**src/rtl/combo_lock_fsm.sv**
```systemverilog
// Code-entry lock driven by one-shot button pulses. A rising edge on exactly one
// button is a keypress; full entries are judged in CHECK, and repeated failures lock out.
module combo_lock_fsm #(
    parameter int                    CODE_LEN       = 4,
    parameter logic [2*CODE_LEN-1:0] CODE           = 8'b11_10_00_01,
    parameter int                    MAX_FAIL       = 3,
    parameter int                    UNLOCK_CYCLES  = 500,
    parameter int                    LOCKOUT_CYCLES = 1000,
    parameter int                    ENTRY_TIMEOUT  = 5000,
    localparam int                   DW             = $clog2(CODE_LEN + 1),
    localparam int                   FW             = $clog2(MAX_FAIL + 1)
) (
    input  logic          CLK,
    input  logic          RST,
    input  logic [3:0]    BTN_PULSE,
    output logic          UNLOCK,
    output logic          LOCKED_OUT,
    output logic          FAIL_PULSE,
    output logic [DW-1:0] DIGIT_CNT,
    output logic [FW-1:0] FAIL_CNT
);

    localparam int TW       = $clog2(ENTRY_TIMEOUT + 1);
    localparam int HOLD_MAX = (UNLOCK_CYCLES > LOCKOUT_CYCLES) ? UNLOCK_CYCLES : LOCKOUT_CYCLES;
    localparam int HW       = $clog2(HOLD_MAX + 1);

    localparam logic [DW-1:0] LAST_DIGIT   = DW'(CODE_LEN - 1);
    localparam logic [FW-1:0] FAIL_LIMIT   = FW'(MAX_FAIL);
    localparam logic [TW-1:0] TIMEOUT_LAST = TW'(ENTRY_TIMEOUT - 1);
    localparam logic [HW-1:0] UNLOCK_LAST  = HW'(UNLOCK_CYCLES - 1);
    localparam logic [HW-1:0] LOCKOUT_LAST = HW'(LOCKOUT_CYCLES - 1);

    typedef enum logic [1:0] {
        ENTRY,
        CHECK,
        UNLOCKED,
        LOCKOUT
    } state_t;

    state_t        state_q, state_d;
    logic [3:0]    btnPrev_q;
    logic [DW-1:0] digitCnt_q, digitCnt_d;
    logic          err_q, err_d;
    logic [FW-1:0] failCnt_q, failCnt_d;
    logic          failPulse_q, failPulse_d;
    logic [TW-1:0] idleTmr_q, idleTmr_d;
    logic [HW-1:0] holdTmr_q, holdTmr_d;

    logic [3:0]    rise;
    logic          pressValid;
    logic          singlePress;
    logic [1:0]    pressIdx;
    logic [1:0]    expectDigit;

    // Simultaneous rises are still one keypress, but one that can never match.
    always_comb begin
        rise        = BTN_PULSE & ~btnPrev_q;
        pressValid  = |rise;
        singlePress = 1'b1;
        pressIdx    = 2'd0;
        case (rise)
            4'b0001: pressIdx = 2'd0;
            4'b0010: pressIdx = 2'd1;
            4'b0100: pressIdx = 2'd2;
            4'b1000: pressIdx = 2'd3;
            default: singlePress = 1'b0;
        endcase
    end

    always_comb begin
        expectDigit = 2'd0;
        for (int k = 0; k < CODE_LEN; k++) begin
            if (digitCnt_q == DW'(k)) begin
                expectDigit = CODE[2*k +: 2];
            end
        end
    end

    always_comb begin
        state_d     = state_q;
        digitCnt_d  = digitCnt_q;
        err_d       = err_q;
        failCnt_d   = failCnt_q;
        failPulse_d = 1'b0;
        idleTmr_d   = '0;
        holdTmr_d   = '0;

        case (state_q)
            ENTRY: begin
                if (pressValid) begin
                    if (!singlePress || (pressIdx != expectDigit)) begin
                        err_d = 1'b1;
                    end
                    if (digitCnt_q == LAST_DIGIT) begin
                        state_d    = CHECK;
                        digitCnt_d = '0;
                    end else begin
                        digitCnt_d = digitCnt_q + DW'(1);
                    end
                end else if (digitCnt_q != '0) begin
                    // An abandoned partial entry is dropped silently, not counted as a failure.
                    if (idleTmr_q >= TIMEOUT_LAST) begin
                        digitCnt_d = '0;
                        err_d      = 1'b0;
                    end else begin
                        idleTmr_d = idleTmr_q + TW'(1);
                    end
                end
            end

            CHECK: begin
                err_d = 1'b0;
                if (!err_q) begin
                    state_d   = UNLOCKED;
                    failCnt_d = '0;
                end else if ((failCnt_q + FW'(1)) == FAIL_LIMIT) begin
                    state_d   = LOCKOUT;
                    failCnt_d = FAIL_LIMIT;
                end else begin
                    state_d     = ENTRY;
                    failCnt_d   = failCnt_q + FW'(1);
                    failPulse_d = 1'b1;
                end
            end

            UNLOCKED: begin
                if (holdTmr_q >= UNLOCK_LAST) begin
                    state_d = ENTRY;
                end else begin
                    holdTmr_d = holdTmr_q + HW'(1);
                end
            end

            LOCKOUT: begin
                if (holdTmr_q >= LOCKOUT_LAST) begin
                    state_d   = ENTRY;
                    failCnt_d = '0;
                end else begin
                    holdTmr_d = holdTmr_q + HW'(1);
                end
            end

            default: begin
                state_d = ENTRY;
            end
        endcase
    end

    // The edge register also loads on reset so a pulse held across reset release is ignored.
    always_ff @(posedge CLK) begin
        btnPrev_q <= BTN_PULSE;
        if (RST) begin
            state_q     <= ENTRY;
            digitCnt_q  <= '0;
            err_q       <= 1'b0;
            failCnt_q   <= '0;
            failPulse_q <= 1'b0;
            idleTmr_q   <= '0;
            holdTmr_q   <= '0;
        end else begin
            state_q     <= state_d;
            digitCnt_q  <= digitCnt_d;
            err_q       <= err_d;
            failCnt_q   <= failCnt_d;
            failPulse_q <= failPulse_d;
            idleTmr_q   <= idleTmr_d;
            holdTmr_q   <= holdTmr_d;
        end
    end

    assign UNLOCK     = (state_q == UNLOCKED);
    assign LOCKED_OUT = (state_q == LOCKOUT);
    assign FAIL_PULSE = failPulse_q;
    assign DIGIT_CNT  = digitCnt_q;
    assign FAIL_CNT   = failCnt_q;

endmodule

```
**config.mk**
```make
export PLATFORM = sky130hd
export DESIGN_NAME = combo_lock_fsm
export DESIGN_NICKNAME = d
export VERILOG_FILES = /design/src/rtl/combo_lock_fsm.sv
export SDC_FILE = /design/constraint.sdc
export NUM_CORES = 1
export LEC_CHECK = 0
export BUFFER_PORTS_ARGS = -buffer_cell sky130_fd_sc_hd__buf_2
export CAP_MARGIN = 20
export CORE_UTILIZATION = 40
export CTS_BUF_LIST = sky130_fd_sc_hd__clkbuf_4
export CTS_CLUSTER_SIZE = 10
export DETAILED_ROUTE_END_ITERATION = 12
export PLACE_DENSITY = 0.56
export SYNTH_ARGS = -nofsm -noshare
export SYNTH_HDL_FRONTEND = slang
export SYNTH_SLANG_ARGS = --single-unit
export TNS_END_PERCENT = 100
```
**constraint.sdc**
```tcl
create_clock -name CLK -period 2 [get_ports CLK]
set_clock_uncertainty 0.2 [all_clocks]
set_input_delay 0.2 -clock CLK [delete_from_list [all_inputs] [get_ports CLK]]
set_output_delay 0.2 -clock CLK [all_outputs]
set_load 0.01 [all_outputs]
```
Word level (Yosys, flattened, before mapping)
Index checks and enable logic that the tools add are counted.
{"block": "word_totals", "wordCells": 86, "regBits": 36, "output_inout_bits": 8, "inputBits": 6}
{"block": "op_classes", "eq_ne": 19, "n_lt_le_gt_ge": 3, "bitwise_logic": 6, "n_reduce_logical": 17, "n_mux": 29, "add_sub_neg": 4}
{"cell": "2-bit 2-to-1 mux", "count": 11}
{"cell": "10-bit 2-to-1 mux", "count": 2}
{"cell": "10-bit one-hot mux with 2 select lines", "count": 1}
{"cell": "13-bit by 1-bit adder with 13-bit output (second input constant)", "count": 1}
{"cell": "13-bit greater-or-equal comparator (second input constant)", "count": 1}
{"cell": "3-bit 2-to-1 mux", "count": 4}
{"cell": "10-bit by 1-bit adder with 10-bit output (second input constant)", "count": 1}
{"cell": "10-bit greater-or-equal comparator (second input constant)", "count": 1}
{"cell": "10-bit by 9-bit greater-or-equal comparator with 1-bit output (second input constant)", "count": 1}
{"cell": "3-bit inequality test (second input constant)", "count": 3}
{"cell": "2-bit one-hot mux with 4 select lines", "count": 1}
{"cell": "4-bit AND reduction", "count": 2}
{"cell": "2-bit nonzero test", "count": 4}
{"cell": "4-bit OR reduction", "count": 2}
{"cell": "8-bit OR reduction", "count": 1}
{"cell": "1-bit 2-to-1 mux", "count": 7}
{"cell": "2-bit equality test (second input constant)", "count": 3}
{"cell": "3-bit by 2-bit equality test with 1-bit output (second input constant)", "count": 2}
{"cell": "2-bit one-hot mux with 3 select lines", "count": 1}
{"cell": "4-bit bitwise AND", "count": 1}
{"cell": "4-bit by 1-bit equality test with 1-bit output (second input constant)", "count": 1}
{"cell": "4-bit by 2-bit equality test with 1-bit output (second input constant)", "count": 1}
{"cell": "4-bit by 3-bit equality test with 1-bit output (second input constant)", "count": 1}
{"cell": "4-bit equality test (second input constant)", "count": 1}
{"cell": "other kinds (19)", "count": 24}

Longest topological paths before layout
{"block": "depth", "word_depth": 10, "mapped_depth": 6, "ltp_nobuf": 6}

Least setup slack after synthesis
Ideal clock, no wire load.
{"block": "synth_path", "path_kind": "reg-to-reg", "startpoint": "register idleTmr_q[6]", "endpoint": "register idleTmr_q[12]", "arrival_time_ns": 1.743, "setup_slack_ns": -0.008, "stages_incl_launch_ff": 6, "setup_ns": 0.065, "required_time_ns": 1.735, "n_path_buf": 1, "period_less_slack_ns": 2.008, "cell_sequence": "dfxtp_1 -> or4_4 -> a2111oi_4 -> o2111ai_2 -> buf_6 -> nor2_1"}
{"block": "synth_via", "elab_chain_len": 2, "elab_cells_between_ends": 3, "cone_classes": "add/sub: 1; order compare: 1; reduce/logical: 1"}
{"element": "start, declared", "line_no": "46", "rtl": "logic [TW-1:0] idleTmr_q, idleTmr_d;"}
{"element": "start signal, assigned", "line_no": "166", "rtl": "idleTmr_q <= idleTmr_d;"}
{"element": "13-bit greater-or-equal comparator", "line_no": "102", "rtl": "if (idleTmr_q >= TIMEOUT_LAST) begin"}
{"element": "8-bit OR reduction (no line)"}
Parallel ways exist; a longest one is shown, timed or not.
A chain may end at the register's enable or synchronous reset.

Worst setup path after layout
{"block": "layout_path", "startpoint": "register idleTmr_q[4]", "endpoint": "register idleTmr_q[9]"}
Same word-level chain as after synthesis.

==> run summary <==
Area of the placeable core: 0.00409 mm². The critical path is of the register to register type. After legalization and detailed placement, the total HPWL measured 2530 µm. Total of max-cap violations: 0. The total setup violations reported at the end of the flow was 0; the leakage power was 0.792 nW. The via total after detailed routing is 1,462, and the maximum buffer depth of the clock tree is 2.

The final count of pins violating max slew came out at 0. Counting every net in the synthesized netlist gives 204. During synthesis, Yosys emitted a total of 0 warnings.

For the final routed database, the setup TNS stands at 0 ns. The die covers 0.00460 mm². Entering global routing, the biggest net connects 16 pins. Clock period minus worst slack: 1.89 ns. The tools report the CTS root buffer as sky130_fd_sc_hd__clkbuf_4. The run finished with clean final reports.

Post-synthesis area per instance: 9.07 µm². The total buffers and inverters traversed by the critical path was 1. The most used standard cell by instance count after synthesis was sky130_fd_sc_hd__dfxtp_1. The net count of the finished layout is 236. On the worst path, the slowest cell contributes a delay of 0.53 ns. The clock network latency to the later pin of the worst-skew pair is 0.35 ns, and the number of enable-type register cells in the synthesized netlist is 0. Critical path's slowest cell: sky130_fd_sc_hd__or4_4. By area the synthesized netlist is led by sky130_fd_sc_hd__dfxtp_1, sky130_fd_sc_hd__nor2_1, sky130_fd_sc_hd__ha_1.

The tools report the final number of hold-violating endpoints as 0. The number of clock buffers added by TritonCTS is 5. For the total number of clock tree sinks, the log shows 36. The critical path goes through or4_4 -> a2111oi_4 -> o2111ai_2 -> buf_6 -> nor2_1. The tools report the row count as 23. The logs give 0.713 for the normalized max-slew margin and 2 for the level count of the clock H-tree. The count of nets left with antenna violations once routing finished came out at 0. TritonCTS built the clock tree.

The number of antenna violations at the first check in global routing was 0. 14 I/O pins were placed. The kind of start point of the critical path is a register.

The average via count per standard cell is 5.34, and the instance area after placement is 0.00192 mm². The tools report the number of detailed-routing iterations run before antenna repair as 4. In the routed design, unresolved DRC markers number 0.

Across the VDD grid, the largest voltage drop is 0.374 mV. Once placement completed, the tool counted placed cells totaling 261. The maximum clock frequency is 528 MHz. The total overflow left after global routing is 0.

The area share of the largest cell type after synthesis was 0.416. The tools report the endpoint type of the worst setup path as a register. The global-route track usage on met1 was 0.214; the worst hold-check slack was 0.274 ns. The area growth from synthesis to layout is 18.1%. The clock edge transition at the registers on the reported setup and hold paths was 0.11 ns; the power density relative to cell area was 651 mW/mm². For the worst setup path, the data required time is 2.08 ns. Global-route wire length before repair: 6000 µm.

The logs give 0.177 for the global routing usage summed across all routing layers and 1.98 ns for the critical path arrival. Synthesis instantiated 44 different standard cells from the library. The run gives 0.0650 as the routing usage on met3. Dividing the detail-routed wire length by the instance count gives 12.9 µm. Measured along the x axis, the die boundary spans 67.8 µm. After the flow finishes, the layout carries non-filler instances totaling 274. Routability-driven placement finished with a final weighted congestion of 0.823. The number of setup buffers added after CTS was 0. The met2 track demand over resource in global routing was 0.282.

At the pin with the least slew margin, the transition time is 0.428 ns. The die outline height works out to 67.8 µm. Number of instances in the synthesized netlist: 191. The starting utilization of the core area is 0.424. The number of flip-flops and latches in the synthesized netlist is 36, and the overall routed net length is 3540 µm. The DRC violation total after the first TritonRoute iteration was 66; the maximum net fanout on the critical path was 13. Buffers placed on the I/O ports in this run total 13. The final non-filler cell area came out at 0.00205 mm². The cell type contributing the most total cell area after synthesis is sky130_fd_sc_hd__dfxtp_1. The top flip-flop cell by instance count after synthesis was sky130_fd_sc_hd__dfxtp_1. The final cycle utilization of the critical path came out at 0.946. The family of cells with the greatest summed delay on the critical path is simple AND/OR/NAND/NOR gates.

Setup repair after global routing left no endpoint under its margin. The utilization after layout is 0.501. Post-synthesis async set-or-reset flop share: 0. The min-delay analysis places its worst path in the category register to register.

The logs give 0.00173 mm² for the cell area after technology mapping and 1,399 for the via count of the first global-routing pass. The proportion of layout cells with a drive suffix above 1 is 0.205. The number of antenna diodes in the final layout is 0. The part of the Yosys area used for sequential elements came out at 0.416. The global-route layer with the greatest usage was met2.

In the synthesized netlist, the cells that appear most often are sky130_fd_sc_hd__dfxtp_1, sky130_fd_sc_hd__nor2_1, sky130_fd_sc_hd__nand3_1, sky130_fd_sc_hd__xor2_1, sky130_fd_sc_hd__inv_1.
[metrics by stage]
stage               setup WS [ns]  power [mW]
CTS                        0.0743        1.34
detailed placement         0.0785       0.935
global placement            0.132       0.929
floorplan                  0.0926       0.875
finish                      0.108        1.33
global route              0.00615        1.40
[cells by family (layout without fill, tap and decap cells)]
kind of cell	after synthesis	count (layout)	synth area share
compound gates	30	30	0.144
xor+xnor	18	18	0.0910
fa+ha+maj	7	7	0.0505
buf+inv	12	45	0.0303
flops	36	36	0.416
simple gates	88	88	0.269
[state kept, by name, indices dropped and copies added, names as in the netlist]
| register | cells |
|---|---|
| idleTmr_q | 13 |
| FAIL_PULSE | 1 |
| DIGIT_CNT | 3 |
| err_q | 1 |
| state_q | 2 |
| btnPrev_q | 4 |
| FAIL_CNT | 2 |
| holdTmr_q | 10 |
[cell type report]
type / instances / area [µm²]
clock buffers: 7 / 52.6
repair buffers: 28 / 194
fillers: 406 / 2040
inverters: 9 / 33.8
clock inverters: 1 / 3.75
multi-input cells: 143 / 980
well taps: 50 / 62.6
flip-flops and latches: 36 / 721
[worst paths after layout]
kind	from	endpoint	slack (ns)	depth (start not counted)
setup reg to reg	idleTmr_q[4]$_SDFF_PP0_	idleTmr_q[9]$_SDFF_PP0_	0.11	5
hold reg to reg	holdTmr_q[0]$_SDFF_PP0_	holdTmr_q[0]$_SDFF_PP0_	0.27	1
hold / removal	holdTmr_q[0]$_SDFF_PP0_	holdTmr_q[0]$_SDFF_PP0_	0.27	1
setup / recovery	idleTmr_q[4]$_SDFF_PP0_	idleTmr_q[9]$_SDFF_PP0_	0.11	5
[metal layers]
layer	wire length [µm]	vias up
li1	-	741
met1	1700	692
met2	1630	22
met3	149	7
met4	53	0
met5	0	-
[report_power, final]
| part | total [mW] | switching, mW | leakage, nW | internal [mW] |
|---|---|---|---|---|
| sequential | 0.752 | 0.0167 | 0.292 | 0.736 |
| clock | 0.396 | 0.233 | 0.0338 | 0.162 |
| combinational | 0.184 | 0.0959 | 0.466 | 0.0879 |
| total | 1.33 | 0.346 | 0.792 | 0.986 |
[worst register-to-register path, cell delays in order, from the launching register on]
cell and delay (ns):
sky130_fd_sc_hd__dfxtp_1 0.35, sky130_fd_sc_hd__or4_4 0.53, sky130_fd_sc_hd__a2111oi_4 0.29, sky130_fd_sc_hd__o2111ai_2 0.17, sky130_fd_sc_hd__buf_6 0.19, sky130_fd_sc_hd__nor2_1 0.10
[layout by cell type, fill, tap and decap left out, types with 2 or more instances in the layout]
cell type	netlist	final
sky130_fd_sc_hd__xor2_1	10	10
sky130_fd_sc_hd__nor2_1	31	31
sky130_fd_sc_hd__or2_2	2	2
sky130_fd_sc_hd__o32ai_1	2	2
sky130_fd_sc_hd__buf_4	0	9
sky130_fd_sc_hd__a311o_1	2	2
sky130_fd_sc_hd__and2_1	2	2
sky130_fd_sc_hd__buf_2	0	13
sky130_fd_sc_hd__dlygate4sd3_1	0	5
sky130_fd_sc_hd__nand2b_1	3	3
sky130_fd_sc_hd__and3_2	2	2
sky130_fd_sc_hd__a21oi_1	5	5
sky130_fd_sc_hd__nor4_1	4	4
sky130_fd_sc_hd__a31oi_1	4	4
sky130_fd_sc_hd__o21ai_0	4	3
sky130_fd_sc_hd__dfxtp_1	36	36
sky130_fd_sc_hd__nand2_1	8	8
sky130_fd_sc_hd__clkbuf_4	0	7
sky130_fd_sc_hd__and3_1	5	5
sky130_fd_sc_hd__nor3_1	3	3
sky130_fd_sc_hd__nand3_1	10	10
sky130_fd_sc_hd__nand4_1	5	5
sky130_fd_sc_hd__inv_1	9	9
sky130_fd_sc_hd__ha_1	7	7
sky130_fd_sc_hd__xnor2_1	8	8
sky130_fd_sc_hd__a2111oi_2	1	2
sky130_fd_sc_hd__or2b_2	4	4
sky130_fd_sc_hd__nor2b_1	3	3
[repair_timing]
action / CTS / global route
endpoints found under the hold margin: 5 / 0
gates resized for setup: 0 / 6
endpoints found under the setup margin: 0 / 25
hold buffers: 5 / 0
Power figures use the tool's default switching activity.
